==> src/rtl/reg_scoreboard_pkg.sv <==
// -----------------------------------------------------------------------------
// reg_scoreboard_pkg
// Shared constants for the pending-write register scoreboard.
//   NUM_REGS  : entries per register class (GPR, SEG, MM)
//   CNT_W     : width of each pending-write counter
//   REG_ID_W  : width of a register ID
//   BANK_*    : bank index of each register class
//   *_id_e    : symbolic register IDs for GPR and segment registers
// No ports (package).
// -----------------------------------------------------------------------------
package reg_scoreboard_pkg;

    localparam int NUM_REGS  = 8;
    localparam int CNT_W     = 2;
    localparam int REG_ID_W  = 3;

    localparam int NUM_BANKS = 3;
    localparam int BANK_GPR  = 0;
    localparam int BANK_SEG  = 1;
    localparam int BANK_MM   = 2;

    typedef enum logic [REG_ID_W-1:0] {
        GPR_EAX = 3'd0,
        GPR_ECX = 3'd1,
        GPR_EDX = 3'd2,
        GPR_EBX = 3'd3,
        GPR_ESP = 3'd4,
        GPR_EBP = 3'd5,
        GPR_ESI = 3'd6,
        GPR_EDI = 3'd7
    } gpr_id_e;

    typedef enum logic [REG_ID_W-1:0] {
        SEG_ES = 3'd0,
        SEG_CS = 3'd1,
        SEG_SS = 3'd2,
        SEG_DS = 3'd3,
        SEG_FS = 3'd4,
        SEG_GS = 3'd5
    } seg_id_e;

    // True when an enabled port addresses entry idx.
    function automatic logic id_hit(input logic en,
                                    input logic [REG_ID_W-1:0] id,
                                    input logic [REG_ID_W-1:0] idx);
        return en && (id == idx);
    endfunction

endpackage

==> src/rtl/reg_scoreboard_sb_bank.sv <==
// -----------------------------------------------------------------------------
// sb_bank
// One bank of pending-write counters (one counter per register in a class).
// Ports:
//   clk_i            : clock
//   rst_n_i          : synchronous active-low reset, clears every counter
//   flush_i          : discard all pending writes (counters -> 0 next cycle)
//   inc0_*/inc1_*    : two increment ports (id, enable) from issue
//   dec0_*/dec1_*    : two decrement ports (id, enable) from retire
//   nz_o             : per-entry "counter non-zero" vector
//   err_o            : single-cycle pulse on counter overflow or underflow
// -----------------------------------------------------------------------------
module sb_bank
    import reg_scoreboard_pkg::*;
(
    input  logic                clk_i,
    input  logic                rst_n_i,
    input  logic                flush_i,
    input  logic [REG_ID_W-1:0] inc0_id_i,
    input  logic                inc0_en_i,
    input  logic [REG_ID_W-1:0] inc1_id_i,
    input  logic                inc1_en_i,
    input  logic [REG_ID_W-1:0] dec0_id_i,
    input  logic                dec0_en_i,
    input  logic [REG_ID_W-1:0] dec1_id_i,
    input  logic                dec1_en_i,
    output logic [NUM_REGS-1:0] nz_o,
    output logic                err_o
);

    localparam logic [CNT_W-1:0] CNT_MAX = {CNT_W{1'b1}};

    logic [NUM_REGS-1:0] err_vec;

    genvar gi;
    generate
        for (gi = 0; gi < NUM_REGS; gi++) begin : g_entry
            logic [CNT_W-1:0] cnt_q;
            logic [CNT_W-1:0] cnt_d;
            logic             inc;
            logic             dec;
            logic             err;

            always_comb begin
                // OR of the two ports: both ports naming the same entry
                // still counts as a single +1 / -1.
                inc   = id_hit(inc0_en_i, inc0_id_i, REG_ID_W'(gi)) ||
                        id_hit(inc1_en_i, inc1_id_i, REG_ID_W'(gi));
                dec   = id_hit(dec0_en_i, dec0_id_i, REG_ID_W'(gi)) ||
                        id_hit(dec1_en_i, dec1_id_i, REG_ID_W'(gi));
                cnt_d = cnt_q;
                err   = 1'b0;
                if (flush_i) begin
                    cnt_d = '0;
                end else if (inc && !dec) begin
                    if (cnt_q == CNT_MAX) begin
                        err = 1'b1;
                    end else begin
                        cnt_d = cnt_q + 1'b1;
                    end
                end else if (dec && !inc) begin
                    if (cnt_q == '0) begin
                        err = 1'b1;
                    end else begin
                        cnt_d = cnt_q - 1'b1;
                    end
                end
                // inc && dec on the same entry: net zero, counter unchanged.
            end

            always_ff @(posedge clk_i) begin
                if (!rst_n_i) begin
                    cnt_q <= '0;
                end else begin
                    cnt_q <= cnt_d;
                end
            end

            assign nz_o[gi]    = |cnt_q;
            assign err_vec[gi] = err;
        end
    endgenerate

    assign err_o = |err_vec;

endmodule

==> src/rtl/reg_scoreboard.sv <==
// -----------------------------------------------------------------------------
// reg_scoreboard
// Pending-write scoreboard between the decoder and the decode/AG latch.
// Counts in-flight writes per GPR, segment and MM register, raises
// DEP_STALL when a needed source has a pending write, and produces ISSUE.
// Ports:
//   CLK, RST_N            : clock, synchronous active-low reset
//   FLUSH                 : discard all in-flight writes
//   PIPE_STALL            : downstream stall, blocks ISSUE
//   D_V                   : decode valid
//   SR*/SIB_I/SEG* _ID    : source register IDs; *_NEEDED source-used flags
//   MM1/MM2_NEEDED        : MM sources, addressed by SR1_ID / SR2_ID
//   D_DRID1/2, D_LD_*     : decode destinations and write enables
//   WB_V, WB_DRID1/2, WB_LD_* : retiring destinations and write enables
//   DEP_STALL             : register dependency stall (combinational)
//   ISSUE                 : instruction leaves decode this cycle
//   SB_ERR                : sticky counter overflow/underflow flag
//   STALL_CNT             : saturating count of DEP_STALL cycles
// -----------------------------------------------------------------------------
module reg_scoreboard
    import reg_scoreboard_pkg::*;
(
    input  logic                CLK,
    input  logic                RST_N,
    input  logic                FLUSH,
    input  logic                PIPE_STALL,
    input  logic                D_V,
    input  logic [REG_ID_W-1:0] SR1_ID,
    input  logic [REG_ID_W-1:0] SR2_ID,
    input  logic [REG_ID_W-1:0] SR3_ID,
    input  logic [REG_ID_W-1:0] SIB_I_ID,
    input  logic [REG_ID_W-1:0] SEG1_ID,
    input  logic [REG_ID_W-1:0] SEG2_ID,
    input  logic                SR1_NEEDED,
    input  logic                SR2_NEEDED,
    input  logic                SR3_NEEDED,
    input  logic                SIB_I_NEEDED,
    input  logic                SEG1_NEEDED,
    input  logic                SEG2_NEEDED,
    input  logic                MM1_NEEDED,
    input  logic                MM2_NEEDED,
    input  logic [REG_ID_W-1:0] D_DRID1,
    input  logic [REG_ID_W-1:0] D_DRID2,
    input  logic                D_LD_GPR1,
    input  logic                D_LD_GPR2,
    input  logic                D_LD_SEG,
    input  logic                D_LD_CSEG,
    input  logic                D_LD_MM,
    input  logic                WB_V,
    input  logic [REG_ID_W-1:0] WB_DRID1,
    input  logic [REG_ID_W-1:0] WB_DRID2,
    input  logic                WB_LD_GPR1,
    input  logic                WB_LD_GPR2,
    input  logic                WB_LD_SEG,
    input  logic                WB_LD_CSEG,
    input  logic                WB_LD_MM,
    output logic                DEP_STALL,
    output logic                ISSUE,
    output logic                SB_ERR,
    output logic [15:0]         STALL_CNT
);

    // Per-bank port bundles: [bank][port]
    logic [NUM_BANKS-1:0][1:0][REG_ID_W-1:0] inc_id;
    logic [NUM_BANKS-1:0][1:0]               inc_en;
    logic [NUM_BANKS-1:0][1:0][REG_ID_W-1:0] dec_id;
    logic [NUM_BANKS-1:0][1:0]               dec_en;
    logic [NUM_BANKS-1:0][NUM_REGS-1:0]      bank_nz;
    logic [NUM_BANKS-1:0]                    bank_err;

    logic        dep_stall;
    logic        issue;
    logic        sb_err_q,    sb_err_d;
    logic [15:0] stall_cnt_q, stall_cnt_d;

    // Source lookup against the registered counters only; a retire this
    // cycle releases the stall next cycle.
    always_comb begin
        dep_stall = D_V & (
            (SR1_NEEDED   & bank_nz[BANK_GPR][SR1_ID])   |
            (SR2_NEEDED   & bank_nz[BANK_GPR][SR2_ID])   |
            (SR3_NEEDED   & bank_nz[BANK_GPR][SR3_ID])   |
            (SIB_I_NEEDED & bank_nz[BANK_GPR][SIB_I_ID]) |
            (SEG1_NEEDED  & bank_nz[BANK_SEG][SEG1_ID])  |
            (SEG2_NEEDED  & bank_nz[BANK_SEG][SEG2_ID])  |
            (MM1_NEEDED   & bank_nz[BANK_MM][SR1_ID])    |
            (MM2_NEEDED   & bank_nz[BANK_MM][SR2_ID]));
        issue = D_V & ~dep_stall & ~PIPE_STALL;
    end

    // Destination routing: GPR uses both DRIDs, SEG and MM use DRID1 only.
    always_comb begin
        inc_id = '0;
        inc_en = '0;
        dec_id = '0;
        dec_en = '0;

        inc_id[BANK_GPR][0] = D_DRID1;
        inc_en[BANK_GPR][0] = issue & D_LD_GPR1;
        inc_id[BANK_GPR][1] = D_DRID2;
        inc_en[BANK_GPR][1] = issue & D_LD_GPR2;
        inc_id[BANK_SEG][0] = D_DRID1;
        inc_en[BANK_SEG][0] = issue & (D_LD_SEG | D_LD_CSEG);
        inc_id[BANK_MM][0]  = D_DRID1;
        inc_en[BANK_MM][0]  = issue & D_LD_MM;

        dec_id[BANK_GPR][0] = WB_DRID1;
        dec_en[BANK_GPR][0] = WB_V & WB_LD_GPR1;
        dec_id[BANK_GPR][1] = WB_DRID2;
        dec_en[BANK_GPR][1] = WB_V & WB_LD_GPR2;
        dec_id[BANK_SEG][0] = WB_DRID1;
        dec_en[BANK_SEG][0] = WB_V & (WB_LD_SEG | WB_LD_CSEG);
        dec_id[BANK_MM][0]  = WB_DRID1;
        dec_en[BANK_MM][0]  = WB_V & WB_LD_MM;
    end

    genvar gi;
    generate
        for (gi = 0; gi < NUM_BANKS; gi++) begin : g_bank
            sb_bank u_bank (
                .clk_i     (CLK),
                .rst_n_i   (RST_N),
                .flush_i   (FLUSH),
                .inc0_id_i (inc_id[gi][0]),
                .inc0_en_i (inc_en[gi][0]),
                .inc1_id_i (inc_id[gi][1]),
                .inc1_en_i (inc_en[gi][1]),
                .dec0_id_i (dec_id[gi][0]),
                .dec0_en_i (dec_en[gi][0]),
                .dec1_id_i (dec_id[gi][1]),
                .dec1_en_i (dec_en[gi][1]),
                .nz_o      (bank_nz[gi]),
                .err_o     (bank_err[gi])
            );
        end
    endgenerate

    always_comb begin
        sb_err_d    = sb_err_q | (|bank_err);
        stall_cnt_d = stall_cnt_q;
        if (dep_stall && (stall_cnt_q != 16'hFFFF)) begin
            stall_cnt_d = stall_cnt_q + 16'd1;
        end
    end

    // STALL_CNT deliberately ignores FLUSH; only reset clears it.
    always_ff @(posedge CLK) begin
        if (!RST_N) begin
            sb_err_q    <= 1'b0;
            stall_cnt_q <= '0;
        end else begin
            sb_err_q    <= sb_err_d;
            stall_cnt_q <= stall_cnt_d;
        end
    end

    assign DEP_STALL = dep_stall;
    assign ISSUE     = issue;
    assign SB_ERR    = sb_err_q;
    assign STALL_CNT = stall_cnt_q;

endmodule

==> config.mk <==
export PLATFORM = sky130hd
export DESIGN_NAME = reg_scoreboard
export DESIGN_NICKNAME = d
export VERILOG_FILES = /design/src/rtl/reg_scoreboard_pkg.sv /design/src/rtl/reg_scoreboard_sb_bank.sv /design/src/rtl/reg_scoreboard.sv
export SDC_FILE = /design/constraint.sdc
export NUM_CORES = 1
export LEC_CHECK = 0
export ABC_AREA = 1
export ABC_CLOCK_PERIOD_IN_PS = 2900
export CAP_MARGIN = 5
export CORE_MARGIN = 2
export CORE_UTILIZATION = 45
export CTS_BUF_LIST = sky130_fd_sc_hd__clkbuf_8
export CTS_CLUSTER_DIAMETER = 40
export DETAILED_ROUTE_END_ITERATION = 10
export HOLD_SLACK_MARGIN = 0.05
export PLACE_DENSITY = 0.8
export SKIP_CTS_REPAIR_TIMING = 1
export SYNTH_ARGS = -nofsm -noshare
export SYNTH_HDL_FRONTEND = slang
export SYNTH_SLANG_ARGS = --single-unit
==> constraint.sdc <==
create_clock -name CLK -period 2.9 [get_ports CLK]
set_input_delay 0.58 -clock CLK [delete_from_list [all_inputs] [get_ports CLK]]
set_output_delay 0.58 -clock CLK [all_outputs]
set_load 0.005 [all_outputs]
==> metrics.yaml, run 1 <==
layout:
  syn_to_final_growth_pct: 33.8
  antenna_cells: 0
  stdcell_area_sq_um: 6640
  layout-drive-gt1-share: 0.133
  fin_util: 0.615
  fin_nets: 1058
detailed_routing:
  routedWlPerCell_um: 13.0
  via_count: 5989
  drc_errors: 0
  drtAntennaViolNets: 0
  firstDrtPassIters: 5
  totalWireLength_um: 14900
  drt_iter0_drc: 395
  drt-vias-per-instance: 5.22
power_and_ir_drop:
  p_leak_nw: 3.20
  power_frac_clock: 0.410
  switchingPower_uw: 617
  powerDensity_nw_per_um2: 328
  vdd_drop_max_uv: 243
  p_comb_frac: 0.175
  p_sw_frac: 0.283
  seqPwrFrac: 0.415
  p_int_mw: 1.56
worst_setup_path:
  crit_path_max_incr_delay_ns: 0.50
  crit_type: "input pin to flip-flop"
  rrSetupSlack_ns: 0.22
  crit_buf_inv: 6
  cp_data_required_time_ns: 3.18
  crit_chain: "clkdlybuf4s50_1 > inv_1 > nand3_1 > nand3_1 > nand3_1 > nand2_4 > nor2_4 > nand2_1 > nor2_2 > buf_4 > buf_4 > buf_4 > nand3_1 > nand3_2 > nand2_1 > inv_1 > nand2_1 > nor2_1 > nand2_1 > nor2_2 > nand2_1 > nand2_1 > nand2_1"
  cpLargestDelayFamily: "simple AND/OR/NAND/NOR gates"
  startpoint_type: "input pin"
  cp_max_fo: 3
  arrival_ns: 3.03
  cp-end-kind: "flip-flop"
  cp_slowest_cell: "clkdlybuf4s50_1"
  critPathMostFrequentCell: "nand2_1"
place:
  post-dp-hpwl_um: 11400
  gp_congestion: 0.928
  placed_area_sq_um: 6290
  portBuffers: 72
clock_network:
  clock-sinks: 65
  cts_htree_levels: 3
  clkTransAtPathRegs_ns: 0.08
  numCtsBuffers: 9
  cts_tree: "yes"
  root_buffer: "clkbuf_8"
  cts.path.max_buffers: 2
  worstSkewPairLatency_ns: 0.38
grt:
  grt_pass1_vias: 5309
  grt_pass1_wl_um: 23900
  gr-total-overflow: 0
  grt_max_degree: 26
  antenna_found_initial: 0
  grt_usage: 0.256
die:
  die_x_um: 109
  die_h_um: 109
  start_util: 0.460
  rows: 38
  coreArea_sq_um: 10800
  io_pins: 73
  die-area_sq_um: 11900
run_status:
  status: "finished, final reports clean"
timing:
  fin_crit_sh: 0.946
  setup_tns_ns: 0
  fmax_ghz: 0.364
  final_max_slew_viol_count: 0
  max_slew_margin: 0.609
  worstMarginPinSlew_ns: 0.582
  hold_viol: 0
  fin_skew_ns: 0.00762
  setup_viol: 0
  hold_ws_ns: 0.475
  min_period_ns: 2.74
synthesis:
  syn_avg_cell_area_sq_um: 5.79
  ys_warn_count: 0
  synth-async-reset-ratio: 0
  synth-edff-count: 0
  syn_nets: 912
  ys_top_cells_by_count: "nand2_1, inv_1, nand3_1"
  yosysMostFrequentCell: "nand2_1"
  yosys_most_used_dff: "dfxtp_1"
  yosysSeqAreaShare: 0.262
  ys_types: 34
  synth.cell_area_sq_um: 4960
  yosys-top-cells-area: "dfxtp_1, nand2_1, inv_1"
  netlist.area_leader.share: 0.262
  yosysTopAreaCell: "dfxtp_1"
  ys_seq_elements: 65
  synthCells: 857
min_path:
  hp-class: "flip-flop to flip-flop"
job:
  drv_cap: 0
==> worst min-delay path: stages (launching register included) <==
cell,delay (ns)
dfxtp_1,0.33
inv_1,0.05
a21oi_1,0.05
==> sequential cells by signal, indices dropped and copies added (netlist names) <==
name / count
SB_ERR: 1
STALL_CNT: 16
g_bank.u_bank.g_entry.cnt_q: 48
==> per-stage QoR <==
step / std cells / power, mW / setup slack [ns]
2_1_floorplan: 857 / 1.10 / 0.438
3_3_place_gp: 1122 / 1.28 / -0.450
3_5_place_dp: 1122 / 1.28 / -0.453
4_1_cts: 1138 / 2.17 / -0.343
5_1_grt: 1148 / 2.27 / -0.105
6_report: 1148 / 2.18 / 0.155
==> placed cells by master (no fill, tap or decap), drive strengths merged, types with 2 or more instances in the layout <==
master,synthesis,routed
nand4,27,27
dlymetal6s2s,0,9
clkdlybuf4s50,0,63
dfxtp,65,65
a22oi,2,2
nor3b,2,2
buf,5,72
a31oi,2,2
nand3,83,83
nor2,105,105
inv,128,131
a211oi,5,5
a311oi,3,3
o22ai,6,6
o21ai,60,60
bufinv,0,2
nor3,25,25
a21oi,55,55
o31ai,5,5
o21a,3,3
nand2,261,261
nand3b,8,8
clkbuf,4,9
==> power by group through the flow <==
stage	clock network [mW]	registers (mW)	logic (mW)
floorplan	0	0.924	0.180
global placement	0	0.925	0.356
detailed placement	0	0.925	0.359
CTS	0.906	0.904	0.361
global route	0.941	0.905	0.423
finish	0.893	0.904	0.382
==> metal layers <==
layer  GRT usage  up-vias  wire length, um
met5           0        -                0
met4       0.103        0              385
met3      0.0466       27              896
met2       0.435      188             7080
met1       0.318     2671             6550
li1            -     3103                -
==> worst paths after layout <==
kind	from	to	cells after the start
hold / removal	STALL_CNT[13]	STALL_CNT[13]	2
setup reg to reg	g_bank[2].u_bank.g_entry[3].cnt_q[0]	SB_ERR	23
hold reg to reg	STALL_CNT[13]	STALL_CNT[13]	2
setup / recovery	SEG1_ID[1]	SB_ERR	23
==> area by class of cell <==
cell class                 count  area [sq um]
clock inverter                 7          93.8
multi-input combinational    655          3150
clock buffer                   9           124
timing repair buffer         144          1310
tap                          140           175
fill                        1024          4150
sequential                    65          1300
inverter                     128           485
==> kinds of logic (layout without fill, tap and decap cells) <==
| logic type | after synthesis | count (layout) | synth area share |
|---|---|---|---|
| DFF | 65 | 65 | 0.262 |
| xor gates and xnor gates | 1 | 1 | 0.00176 |
| and+or+nand+nor | 511 | 511 | 0.469 |
| AOI/OAI and AO/OA | 142 | 142 | 0.156 |
| buffers and inverters | 137 | 288 | 0.108 |
| adders and majority gates | 1 | 1 | 0.00252 |
Power figures use the tool's default switching activity.
==> run 2, diff against run 1 <==
CORE_UTILIZATION = 50   (was 45)
PLACE_DENSITY = 0.86   (was 0.8)
==> run 2 against run 1 <==
Against the previous run: combinational power barely moved; clock skew rose by 0.0072 ns; routed wire length rose by 1.4%; clock-buffer cell count did not move; first-iteration DRC count rose by 35%; critical path type is now input pin to output port; highest routed layer unchanged; final area fell by 0.49%; flip-flop and latch count did not move; register-to-register slack improved by 0.03 ns; via count rose by 2.7%.
==> metrics.yaml, run 2 (same netlist as run 1, synthesis figures left out) <==
detailed_routing:
  routedWlPerCell_um: 13.4  # +3.0%
  drc_errors: 0  # unchanged
  drtAntennaViolNets: 0  # unchanged
  drt-vias-per-instance: 5.44  # +4.2%
  totalWireLength_um: 15100  # +1.4%
  drt_iter0_drc: 535  # +35%
  via_count: 6150  # +2.7%
  firstDrtPassIters: 6  # +1
layout:
  top_register: "g_bank.u_bank.g_entry.cnt_q"
  final_common_cell: "nand2_1"
  fillers: 824  # -20%
  stdcell_area_sq_um: 6610  # -0.49%
  antenna_cells: 0  # unchanged
  largest_reg_flops: 48  # unchanged
  syn_to_final_growth_pct: 33.1
  final_cell_mix: "nand2_1, inv_1, nand3_1"
  layout-drive-gt1-share: 0.134  # +0.00133
  fin_nets: 1048  # -0.95%
worst_setup_path:
  arrival_ns: 2.29  # -0.74 ns
  r2r_start: "g_bank[2].u_bank.g_entry[2].cnt_q[0]"
  cp-end-kind: "output port"
  cp_max_fo: 3  # unchanged
  cp_data_required_time_ns: 2.32  # -0.86 ns
  r2r.worst_path.cells: 19  # -17%
  crit_type: "input pin to output port"
  rrSetupSlack_ns: 0.25  # +0.03 ns
  reg2reg_to: "SB_ERR"
  startpoint_type: "input pin"
die:
  rows: 36  # -5.3%
  start_util: 0.513  # +0.0526
  die-area_sq_um: 10700  # -9.6%
  die_h_um: 104  # -4.9%
  io_pins: 73  # unchanged
  coreArea_sq_um: 9680  # -10%
  die_x_um: 104  # -4.9%
clock_network:
  cts_htree_levels: 3  # unchanged
  numCtsBuffers: 9  # unchanged
  worstSkewPairLatency_ns: 0.37  # about the same
  clkTransAtPathRegs_ns: 0.08  # about the same
  clock-sinks: 65  # unchanged
  cts_tree: "yes"
  cts.path.max_buffers: 2  # unchanged
  root_buffer: "clkbuf_8"
grt:
  grt_usage: 0.271  # +0.0147
  grt_pass1_vias: 5363  # +1.0%
  antenna_found_initial: 0  # unchanged
  grt_pass1_wl_um: 24000  # +0.32%
  gr-total-overflow: 0  # unchanged
  grt_max_degree: 25  # -3.8%
place:
  gp_congestion: 0.989  # +6.5%
  post-place-ws_ns: -0.336  # +0.117 ns
  placed_area_sq_um: 6200  # -1.3%
  portBuffers: 72  # unchanged
  post-dp-hpwl_um: 11200  # -1.7%
timing:
  max_slew_margin: 0.572  # -0.0373
  fin_skew_ns: 0.0149  # +0.00724 ns
  hold_ws_ns: 0.483  # +0.00769 ns
  min_period_ns: 2.87  # +0.123 ns
  worstMarginPinSlew_ns: 0.640  # +0.0575 ns
  setup_tns_ns: 0  # unchanged
  worst_slack_ns: 0.0324  # -0.123 ns
  final_max_slew_viol_count: 0  # unchanged
  fmax_ghz: 0.349  # -4.3%
  setup_viol: 0  # unchanged
  hold_viol: 0  # unchanged
  fin_crit_sh: 0.989  # +0.0424
power_and_ir_drop:
  powerDensity_nw_per_um2: 342  # +4.2%
  vdd_drop_max_uv: 270  # +11%
  p_leak_nw: 3.18  # -0.51%
job:
  drv_cap: 0  # unchanged
min_path:
  hp-class: "flip-flop to flip-flop"
  hold_path_startpoint: "STALL_CNT[13]"
  worst_hold_path.endpoint: "STALL_CNT[13]"
  holdPathStages: 2  # unchanged
run_status:
  status: "finished, final reports clean"
run 2: critical path: stages:
cell and delay, ns:
clkdlybuf4s50_1 0.54, inv_1 0.08, nand3_1 0.08, nand3_1 0.09, nand2_2 0.10, nor2_4 0.05, a21oi_2 0.21, clkdlybuf4s50_1 0.55
run 2: layout make-up:
type	count	area [sq um]	share of cell area
inverters	128	490	0.0742
well taps	133	166	0.0252
flip-flops and latches	65	1300	0.197
multi-input cells	657	3200	0.484
clock inverters	7	118	0.0178
clock buffers	9	124	0.0188
repair buffers	132	1210	0.183
run 2: power by group:
| part | switching (mW) | internal, mW |
|---|---|---|
| registers | 0.00618 | 0.898 |
| logic | 0.210 | 0.169 |
| clock network | 0.406 | 0.571 |
run 2: how the worst max path moves through the flow:
stage | startpoint | slack, ns | end | cells after the start
detailed placement | SEG2_ID[0] | -0.34 | SB_ERR | 21
floorplan | SR2_ID[0] | 0.44 | SB_ERR | 20
global route | g_bank[2].u_bank.g_entry[5].cnt_q[0] | -0.03 | SB_ERR | 20
global placement | SEG2_ID[0] | -0.30 | SB_ERR | 21
finish | SR1_ID[2] | 0.03 | DEP_STALL | 8
CTS | SEG2_ID[0] | -0.34 | ISSUE | 11
run 2: layer usage:
layer  up-vias  share of wire  routed length (um)  GRT usage
met5         -              0                   0          0
met4         0          0.034                 508      0.107
met3        59          0.080                1210     0.0415
met2       288           0.47                7090      0.476
met1      2718           0.42                6320      0.332
li1       3085              -                   -          -
run 2: through the flow:
step | cells | power [mW] | util
CTS | 1123 | 2.24 | 0.666
finish | 1131 | 2.26 | 0.682
global placement | 1107 | 1.27 | 0.641
global route | 1131 | 2.34 | 0.682
floorplan | 857 | 1.10 | -
detailed placement | 1107 | 1.28 | 0.641
